**src/rtl/riscv_pkg.sv**
```systemverilog
// Shared RV32 front-end types: datapath widths, reset/NOP constants,
// fetch FSM state encoding and the {pc, instruction} payload record.
package riscv_pkg;

    localparam int unsigned XLEN = 32;
    localparam int unsigned ILEN = 32;

    localparam logic [XLEN-1:0] RESET_PC_DEFAULT  = 32'h0000_0000;
    // addi x0, x0, 0
    localparam logic [ILEN-1:0] NOP_INSTR_DEFAULT = 32'h0000_0013;

    typedef enum logic [1:0] {
        FETCH_REQ  = 2'd0,
        FETCH_WAIT = 2'd1,
        FETCH_DROP = 2'd2
    } fetch_state_e;

    typedef struct packed {
        logic [XLEN-1:0] pc;
        logic [ILEN-1:0] instr;
    } fetch_entry_t;

    // Force an address onto a 4-byte boundary.
    function automatic logic [XLEN-1:0] align_word(input logic [XLEN-1:0] addr);
        return addr & ~XLEN'(3);
    endfunction

endpackage

```
**src/rtl/fetch_unit_if.sv**
```systemverilog
// Instruction-memory request/response channel.
//   master (fetch side): drives imem_req_valid/imem_req_addr,
//                        receives imem_req_ready/imem_rsp_valid/imem_rsp_data.
//   slave  (memory side): the mirror image.
interface fetch_unit_if;
    import riscv_pkg::*;

    logic            imem_req_valid;
    logic            imem_req_ready;
    logic [XLEN-1:0] imem_req_addr;
    logic            imem_rsp_valid;
    logic [ILEN-1:0] imem_rsp_data;

    modport master (
        output imem_req_valid, imem_req_addr,
        input  imem_req_ready, imem_rsp_valid, imem_rsp_data
    );

    modport slave (
        input  imem_req_valid, imem_req_addr,
        output imem_req_ready, imem_rsp_valid, imem_rsp_data
    );

endinterface

```
**src/rtl/fetch_skid_buf.sv**
```systemverilog
// One-entry {pc, instruction} holding buffer for a response that arrives
// while the decode slot is stalled.
//   clk, rst_n : clock, synchronous active-low reset
//   push/pop   : load din / release the entry
//   flush      : discard the entry (wins over push and pop)
//   full, dout : occupancy and held entry
module fetch_skid_buf
    import riscv_pkg::*;
(
    input  logic         clk,
    input  logic         rst_n,
    input  logic         push,
    input  logic         pop,
    input  logic         flush,
    input  fetch_entry_t din,
    output logic         full,
    output fetch_entry_t dout
);

    always_ff @(posedge clk) begin
        if (!rst_n) begin
            full <= 1'b0;
            dout <= '0;
        end else if (flush) begin
            full <= 1'b0;
        end else if (push) begin
            full <= 1'b1;
            dout <= din;
        end else if (pop) begin
            full <= 1'b0;
        end
    end

endmodule

```
**src/rtl/fetch_unit.sv**
```systemverilog
// Instruction fetch stage: issues one imem request at a time, tracks it
// through REQ/WAIT/DROP, and presents fetched words to decode through a
// registered if_id slot backed by a one-entry skid buffer.
//   clk, rst_n        : clock, synchronous active-low reset
//   imem              : memory request/response channel (master side)
//   redirect_valid/pc : branch/jump/flush target from a later stage
//   stall             : decode cannot consume this cycle
//   if_id_*           : instruction slot handed to decode
module fetch_unit
    import riscv_pkg::*;
#(
    parameter logic [XLEN-1:0] RESET_PC  = RESET_PC_DEFAULT,
    parameter logic [ILEN-1:0] NOP_INSTR = NOP_INSTR_DEFAULT
) (
    input  logic            clk,
    input  logic            rst_n,
    fetch_unit_if.master    imem,
    input  logic            redirect_valid,
    input  logic [XLEN-1:0] redirect_pc,
    input  logic            stall,
    output logic            if_id_valid,
    output logic [XLEN-1:0] if_id_pc,
    output logic [XLEN-1:0] if_id_pc_plus4,
    output logic [ILEN-1:0] if_id_instruction
);

    fetch_state_e    state_q, state_d;
    logic [XLEN-1:0] pc_q;
    logic [XLEN-1:0] inflight_pc_q;

    logic            req_valid_c;
    logic            handshake_c;
    logic            deliver_c;
    logic            slot_free_c;
    logic            skid_full;
    fetch_entry_t    skid_entry;
    fetch_entry_t    rsp_entry_c;

    // Request is gated by reset so nothing leaks out before the first edge.
    assign req_valid_c         = rst_n && (state_q == FETCH_REQ) && !skid_full;
    assign imem.imem_req_valid = req_valid_c;
    assign imem.imem_req_addr  = pc_q;

    assign handshake_c = req_valid_c && imem.imem_req_ready;
    assign slot_free_c = !if_id_valid || !stall;
    assign rsp_entry_c = '{pc: inflight_pc_q, instr: imem.imem_rsp_data};

    // FSM state register.
    always_ff @(posedge clk) begin
        if (!rst_n) state_q <= FETCH_REQ;
        else        state_q <= state_d;
    end

    // Next state; a redirect turns any live or just-issued request stale.
    always_comb begin
        state_d   = state_q;
        deliver_c = 1'b0;
        case (state_q)
            FETCH_REQ: begin
                if (handshake_c) state_d = redirect_valid ? FETCH_DROP : FETCH_WAIT;
            end
            FETCH_WAIT: begin
                if (imem.imem_rsp_valid) begin
                    state_d   = FETCH_REQ;
                    deliver_c = !redirect_valid;
                end else if (redirect_valid) begin
                    state_d = FETCH_DROP;
                end
            end
            FETCH_DROP: begin
                if (imem.imem_rsp_valid) state_d = FETCH_REQ;
            end
            default: state_d = FETCH_REQ;
        endcase
    end

    // Fetch PC and the address of the request in flight.
    always_ff @(posedge clk) begin
        if (!rst_n) begin
            pc_q          <= RESET_PC;
            inflight_pc_q <= RESET_PC;
        end else begin
            if (handshake_c) inflight_pc_q <= pc_q;
            if (redirect_valid)  pc_q <= align_word(redirect_pc);
            else if (deliver_c)  pc_q <= inflight_pc_q + XLEN'(4);
        end
    end

    fetch_skid_buf u_skid (
        .clk   (clk),
        .rst_n (rst_n),
        .push  (deliver_c && !slot_free_c),
        .pop   (slot_free_c && skid_full),
        .flush (redirect_valid),
        .din   (rsp_entry_c),
        .full  (skid_full),
        .dout  (skid_entry)
    );

    // Decode slot: skid entry drains first; a response can only arrive
    // while the skid is empty because requests stop once it fills.
    always_ff @(posedge clk) begin
        if (!rst_n) begin
            if_id_valid       <= 1'b0;
            if_id_pc          <= RESET_PC;
            if_id_pc_plus4    <= RESET_PC + XLEN'(4);
            if_id_instruction <= NOP_INSTR;
        end else if (redirect_valid) begin
            if_id_valid       <= 1'b0;
            if_id_instruction <= NOP_INSTR;
        end else if (slot_free_c) begin
            if (skid_full) begin
                if_id_valid       <= 1'b1;
                if_id_pc          <= skid_entry.pc;
                if_id_pc_plus4    <= skid_entry.pc + XLEN'(4);
                if_id_instruction <= skid_entry.instr;
            end else if (deliver_c) begin
                if_id_valid       <= 1'b1;
                if_id_pc          <= rsp_entry_c.pc;
                if_id_pc_plus4    <= rsp_entry_c.pc + XLEN'(4);
                if_id_instruction <= rsp_entry_c.instr;
            end else begin
                if_id_valid       <= 1'b0;
                if_id_instruction <= NOP_INSTR;
            end
        end
    end

endmodule

```
**src/flat_wrapper.sv**
```systemverilog
// flat-port wrapper written by rule: the top's interface ports become plain ports
module fetch_unit_flat import riscv_pkg::*;
#(
    parameter logic [XLEN-1:0] RESET_PC  = RESET_PC_DEFAULT,
    parameter logic [ILEN-1:0] NOP_INSTR = NOP_INSTR_DEFAULT
)
  (clk, rst_n, redirect_valid, redirect_pc, stall, if_id_valid, if_id_pc, if_id_pc_plus4, if_id_instruction, imem_imem_req_valid, imem_imem_req_addr, imem_imem_req_ready, imem_imem_rsp_valid, imem_imem_rsp_data);
  fetch_unit_if imem_i ();
  input  logic clk;
  input  logic rst_n;
  input  logic redirect_valid;
  input  logic [XLEN-1:0] redirect_pc;
  input  logic stall;
  output logic if_id_valid;
  output logic [XLEN-1:0] if_id_pc;
  output logic [XLEN-1:0] if_id_pc_plus4;
  output logic [ILEN-1:0] if_id_instruction;
  output wire logic [$bits(imem_i.imem_req_valid)-1:0] imem_imem_req_valid;
  output wire logic [$bits(imem_i.imem_req_addr)-1:0] imem_imem_req_addr;
  input wire logic [$bits(imem_i.imem_req_ready)-1:0] imem_imem_req_ready;
  input wire logic [$bits(imem_i.imem_rsp_valid)-1:0] imem_imem_rsp_valid;
  input wire logic [$bits(imem_i.imem_rsp_data)-1:0] imem_imem_rsp_data;
  assign imem_imem_req_valid = imem_i.imem_req_valid;
  assign imem_imem_req_addr = imem_i.imem_req_addr;
  assign imem_i.imem_req_ready = imem_imem_req_ready;
  assign imem_i.imem_rsp_valid = imem_imem_rsp_valid;
  assign imem_i.imem_rsp_data = imem_imem_rsp_data;
  fetch_unit #(.RESET_PC(RESET_PC), .NOP_INSTR(NOP_INSTR)) u_core (.clk(clk), .rst_n(rst_n), .imem(imem_i), .redirect_valid(redirect_valid), .redirect_pc(redirect_pc), .stall(stall), .if_id_valid(if_id_valid), .if_id_pc(if_id_pc), .if_id_pc_plus4(if_id_pc_plus4), .if_id_instruction(if_id_instruction));
endmodule
```
**config.mk**
```make
export PLATFORM = sky130hd
export DESIGN_NAME = fetch_unit_flat
export DESIGN_NICKNAME = d
export VERILOG_FILES = /design/src/rtl/riscv_pkg.sv /design/src/rtl/fetch_unit_if.sv /design/src/rtl/fetch_skid_buf.sv /design/src/rtl/fetch_unit.sv /design/src/flat_wrapper.sv
export SDC_FILE = /design/constraint.sdc
export NUM_CORES = 1
export LEC_CHECK = 0
export ABC_AREA = 1
export CAP_MARGIN = 20
export CORE_MARGIN = 1.5
export CORE_UTILIZATION = 55
export CTS_CLUSTER_DIAMETER = 60
export DETAILED_ROUTE_END_ITERATION = 16
export PLACE_DENSITY_LB_ADDON = 0.2
export SLEW_MARGIN = 20
export SYNTH_ARGS = -nofsm -noshare
export SYNTH_HDL_FRONTEND = slang
export SYNTH_HIERARCHICAL = 1
export SYNTH_SLANG_ARGS = --single-unit
```
**constraint.sdc**
```tcl
create_clock -name clk -period 4.4 [get_ports clk]
set_clock_uncertainty 0.2 [all_clocks]
set_input_delay 0.44 -clock clk [delete_from_list [all_inputs] [get_ports clk]]
set_output_delay 0.44 -clock clk [all_outputs]
set_load 0.02 [all_outputs]
```
Word-level counts from Yosys, hierarchy flattened --
Cells that the tools add are included.
Storage, ports and cells: word-level logic and storage cells 59, output and inout bits 130, register bits 228, input bits 70
Cells by class: multiplexer cells 20, eq/ne operators 5, reductions and logical operators 19, add/sub/neg operators 2, bitwise logic cells 2
Operators with widths (count):
- 32-bit 2-to-1 mux | 8
- 32-bit by 3-bit adder with 32-bit output, second input constant | 2
- 2-bit 2-to-1 mux | 5
- 1-bit 2-to-1 mux | 6
- 2-bit one-hot mux with 3 select lines | 1
- 3-bit AND reduction | 2
- 2-bit nonzero test | 3
- 1-bit logical AND | 5
- 1-bit zero test | 5
- 3-bit != test, second input constant | 1
- 2-bit by 1-bit == test with 1-bit output, second input constant | 1
- 2-bit == test, second input constant | 1
- 2-bit zero test | 1
- 2-bit by 1-bit != test with 1-bit output, second input constant | 1
- 2-bit != test, second input constant | 1
- 1-bit inverter | 2
- 2-bit AND reduction | 1
- 2-bit OR reduction | 1
- 1-bit logical OR | 1

Longest topological paths before layout --
depth in word-level cells 6, gate-level depth with buffers 11, gate-level depth less buffers 11

By module --
Netlist, hierarchy kept.
By module, submodules not included:
- fetch_unit | cells each 1251, area each 8186.6 sq um, sequential area each 3223.1 sq um, instances 1
- fetch_skid_buf | cells each 419, area each 2825.2 sq um, sequential area each 1301.2 sq um, instances 1

Worst setup path after synthesis --
Ideal clock, no wire load.
path type input to register, start input redirect_valid, end register u_core/u_skid/dout[62] in the netlist's numbering, library setup time 0.113 ns, arrival time 1.588 ns, stages on the path 9, setup slack 2.499 ns, required time 4.087 ns, buffers on the path 3, cell sequence clkbuf_1 inv_1 nand4_1 nor2_1 buf_2 buf_2 nand3_1 nand2_1 nor2_1
Between the ends: longest elaborated chain between the ends 5, elaborated cells between the ends (all ways) 6, classes of those cells mux (2); bitwise (1); reduce/logical (3)
RTL lines:
- start: declaration | RTL line flat_wrapper.sv:11 | input logic redirect_valid;
- 1-bit zero test | RTL line fetch_unit.sv:65 | deliver_c = !redirect_valid;
- 1-bit 2-to-1 mux | RTL line fetch_unit.sv:63 | if (imem.imem_rsp_valid) begin
- 1-bit 2-to-1 mux | RTL line fetch_unit.sv:58 | case (state_q)
- 1-bit logical AND | RTL line fetch_unit.sv:92 | .push (deliver_c && !slot_free_c),
- 2-bit AND reduction (no line) (*)
- end signal: assignment | RTL line fetch_skid_buf.sv:28 | dout <= din;
- end: declaration | RTL line fetch_skid_buf.sv:17 | output fetch_entry_t dout
Mark *: on every way between the ends. The rest lies on a longest branch, timed or not. A chain may end at the register's enable or synchronous reset.

Worst setup path in the final report --
start register u_core.state_q[1], end output imem_imem_req_valid
Between the ends: longest elaborated chain between the ends 3
RTL lines:
- start: declaration | RTL line fetch_unit.sv:27 | fetch_state_e state_q, state_d;
- start signal: assignment | RTL line fetch_unit.sv:51 | else state_q <= state_d;
- 2-bit zero test | RTL line fetch_unit.sv:40 | assign req_valid_c = rst_n && (state_q == FETCH_REQ) && !skid_full;
- 1-bit logical AND (2 in series) | RTL line fetch_unit.sv:40
- end: declaration | RTL line flat_wrapper.sv:18 | output wire logic [$bits(imem_i.imem_req_valid)-1:0] imem_imem_req_valid;
No other way between the ends.

==> flow_metrics.tcl <==
set metrics [dict create \
    pre_cts_ws_ns 1.39 \
    cp_cell_sequence "inv_1 > nand2_1 > nor3_2 > clkdlybuf4s50_1" \
    synth_fp_nets 1742 \
    viasPerCell 5.47 \
    r2r_slack_ns 1.97 \
    ys_ff_latch 226 \
    start_util_pct 56.4 \
    root_buffer "clkbuf_16" \
    synth_fa_ha_area_share_pct 0.227 \
    reg2reg_to "u_core/inflight_pc_q[25]" \
    hold_buffers 0 \
    crit_required_ns 3.76 \
    cap_viol_max_count 0 \
    slew_violations 0 \
    chipHeight_um 144 \
    avgSynthCellArea_um2 6.59 \
    post-dp-hpwl_mm 23.9 \
    clkSinkCount 226 \
    p_leak_nw 4.98 \
    max_stage_delay_ns 0.75 \
    overflow 0 \
    final-hold-violation-count 0 \
    pwr-share-seq_pct 46.4 \
    antenna_found_initial 0 \
    cp_top_family "buffers and inverters" \
    status "complete, no violations" \
    utilization_pct 70.5 \
    htree_num_levels 1 \
    gp_congestion 0.947 \
    synth_top_family_by_area "simple AND/OR/NAND/NOR gates" \
    worstHoldStart "rst_n" \
    ys_types 35 \
    arrival_ns 2.38 \
    ys_seq_area_share_pct 41.1 \
    fmax_mhz 331 \
    wire_per_inst_um 16.6 \
    internal_power_w 0.00347 \
    cts_resized 0 \
    tns_ns 0 \
    p_comb_share_pct 8.7 \
    num_vias 11471 \
    yosys.area_share.simple_pct 35.2 \
    routed_wl_mm 34.8 \
    dieArea_um2 20900 \
    first_global_vias 10387 \
    drtIter0Drc 932 \
    p_sw_w 0.00116 \
    synthTopCellsByArea "dfxtp_1, nand2_1, nor2_1" \
    rows 51 \
    yosys.area_share.xor_xnor_pct 1.82 \
    drc 0 \
    syn_inst 1670 \
    setup_violations 0 \
    min_path_type "primary input to flip-flop" \
    path_buf_inv 2 \
    synth_edf_count 0 \
    finalCriticalPeriod_ns 3.02 \
    fillers 1702 \
    synth_top_area_share_pct 41.1 \
    clockBufferDepth 3 \
    netlist_top_cells_count "nand2_1, nor2_1, dfxtp_1" \
    hold_slack_ns 0.152 \
    synth_flop_cell "dfxtp_1" \
    worst-r2r-cell-count 7 \
    synth_most_common_cell "nand2_1" \
    synth_largest_area_cell "dfxtp_1" \
    slew_headroom_pct 23.0 \
    peakVddDrop_v 0.000365 \
    powerDensity_nw_per_um2 337 \
    cts_tree "built" \
    synth_compound_area_share_pct 12.1 \
    rsz0062_at_grt "no" \
    final_cell_count_no_fill 2097 \
    worstHoldPathCells 3 \
    diodes 0 \
    criticalPathCategory "flip-flop to primary output" \
    p_sw_share_pct 25.1 \
    holdPathEnd "u_core/imem.imem_req_addr[3]" \
    dr.pass1.iters 8 \
    core_region_area_um2 19500 \
    grt_max_degree 95 \
    fin_crit_sh_pct 68.7 \
    worstSetupPathDepth 4 \
    slowest_stage "clkdlybuf4s50_1" \
    cts_buffers 26 \
    io_pins 200 \
    async_reset_ff_share_pct 0 \
    syn_to_final_growth_pct 24.9 \
    detail-route-antenna-nets 0 \
    endpoint_kind "primary output" \
    path_clk_slew_ns 0.06 \
    clock_latency_ns 0.53 \
    r2r-start "u_core/state_q[1]" \
    die_w_um 144 \
    tightest_slew_ns 1.15 \
    portBuffers 197 \
    fin_nets 1885 \
    cts_setup_buffers 0 \
    yosysWarningCount 6 \
    post_route_cells_drive_above_1_share_pct 4.86 \
    synth_mux_area_share_pct 0 \
    clockPowerShare_pct 44.9 \
    crit_path_start_kind "flip-flop" \
    place_inst 2050 \
    grtUsageTotal_pct 32.9 \
    syn-cell-area_um2 11000 \
    grt_first_pass_wirelength_mm 54.3 \
    worst_slack_ns 1.38 \
    crit_path_max_fanout 12 \
]
-- tightest hold or removal path: cells and delay by family --
family | cells | cell delay [ns]
AND/OR/NAND/NOR | 1 | 0.11
buffers and inverters | 2 | 0.27
-- metrics by stage --
stage	total power (W)	instance area (um^2)
2_1_floorplan	0.00240	11000
3_3_place_gp	0.00259	12900
3_5_place_dp	0.00259	12900
4_1_cts	0.00465	13800
5_1_grt	0.00479	13800
6_report	0.00463	13800
-- sequential cells by signal, summed over array words and instances, names as in the netlist --
name and count:
u_core/if_id_pc_plus4 30, u_core/if_id_instruction 32, u_core/u_skid/full 1, u_core/u_skid/dout 64
u_core/if_id_valid 1, u_core/if_id_pc 32, u_core/imem.imem_req_addr 32, u_core/state_q 2
u_core/inflight_pc_q 32
-- power by group through the flow --
stage / combinational, W / clock [W] / sequential [W]
floorplan: 0.000195 / 0 / 0.00221
global placement: 0.000392 / 0 / 0.00219
detailed placement: 0.000397 / 0 / 0.00220
CTS: 0.000399 / 0.00210 / 0.00215
global route: 0.000438 / 0.00219 / 0.00216
finish: 0.000402 / 0.00208 / 0.00215
-- routing by layer --
| metal | GRT usage [%] | vias to the layer above | part of all wire (%) |
|---|---|---|---|
| li1 | - | 5660 | - |
| met1 | 44.0 | 5284 | 42 |
| met2 | 52.4 | 457 | 46 |
| met3 | 7.25 | 70 | 9.3 |
| met4 | 11.5 | 0 | 3.0 |
| met5 | 0 | - | 0 |
-- kinds of logic after synthesis --
logic type / Yosys count
AOI/OAI and AO/OA: 234
xor gates and xnor gates: 22
adders and majority gates: 2
buffers and inverters: 240
DFF: 226
and+or+nand+nor: 946
-- final cells by class --
type	count	area, um^2	share of cell area (%)
flip-flops and latches	226	4530	32.9
inverters	140	527	3.83
clock inverters	11	70.1	0.509
clock buffers	36	759	5.52
well taps	265	332	2.41
repair buffers	215	2100	15.3
multi-input cells	1204	5440	39.5
-- how the worst max path moves through the flow --
stage | start | to | slack [ns]
2_1_floorplan | redirect_valid | u_core/u_skid/dout[62] | 2.50
3_3_place_gp | redirect_valid | u_core/imem.imem_req_addr[23] | 1.45
3_5_place_dp | rst_n | u_core/if_id_instruction[19] | 1.39
4_1_cts | u_core/state_q[1] | imem_imem_req_valid | 1.35
5_1_grt | u_core/state_q[1] | imem_imem_req_valid | 1.30
6_report | u_core/state_q[1] | imem_imem_req_valid | 1.38
-- layout by cell type, fill, tap and decap left out, drive strengths merged --
| cell type | synthesis | layout |
|---|---|---|
| dfxtp | 226 | 226 |
| nand2 | 501 | 501 |
| a21oi | 56 | 56 |
| ha | 2 | 2 |
| a22o | 2 | 2 |
| o211a | 1 | 1 |
| nor2 | 253 | 253 |
| nand3b | 7 | 7 |
| nand4 | 10 | 10 |
| o21bai | 3 | 3 |
| o211ai | 7 | 7 |
| xnor2 | 3 | 3 |
| nor3 | 4 | 4 |
| inv | 139 | 140 |
| clkbuf | 45 | 36 |
| nand3 | 170 | 170 |
| xor2 | 19 | 19 |
| clkdlybuf4s50 | 0 | 196 |
| a211oi | 1 | 1 |
| o21ai | 75 | 75 |
| buf | 55 | 19 |
| a22oi | 1 | 1 |
| or2 | 1 | 1 |
| a31oi | 88 | 88 |
| clkinv | 1 | 11 |
Note: power is estimated with default switching activity, not from simulation.
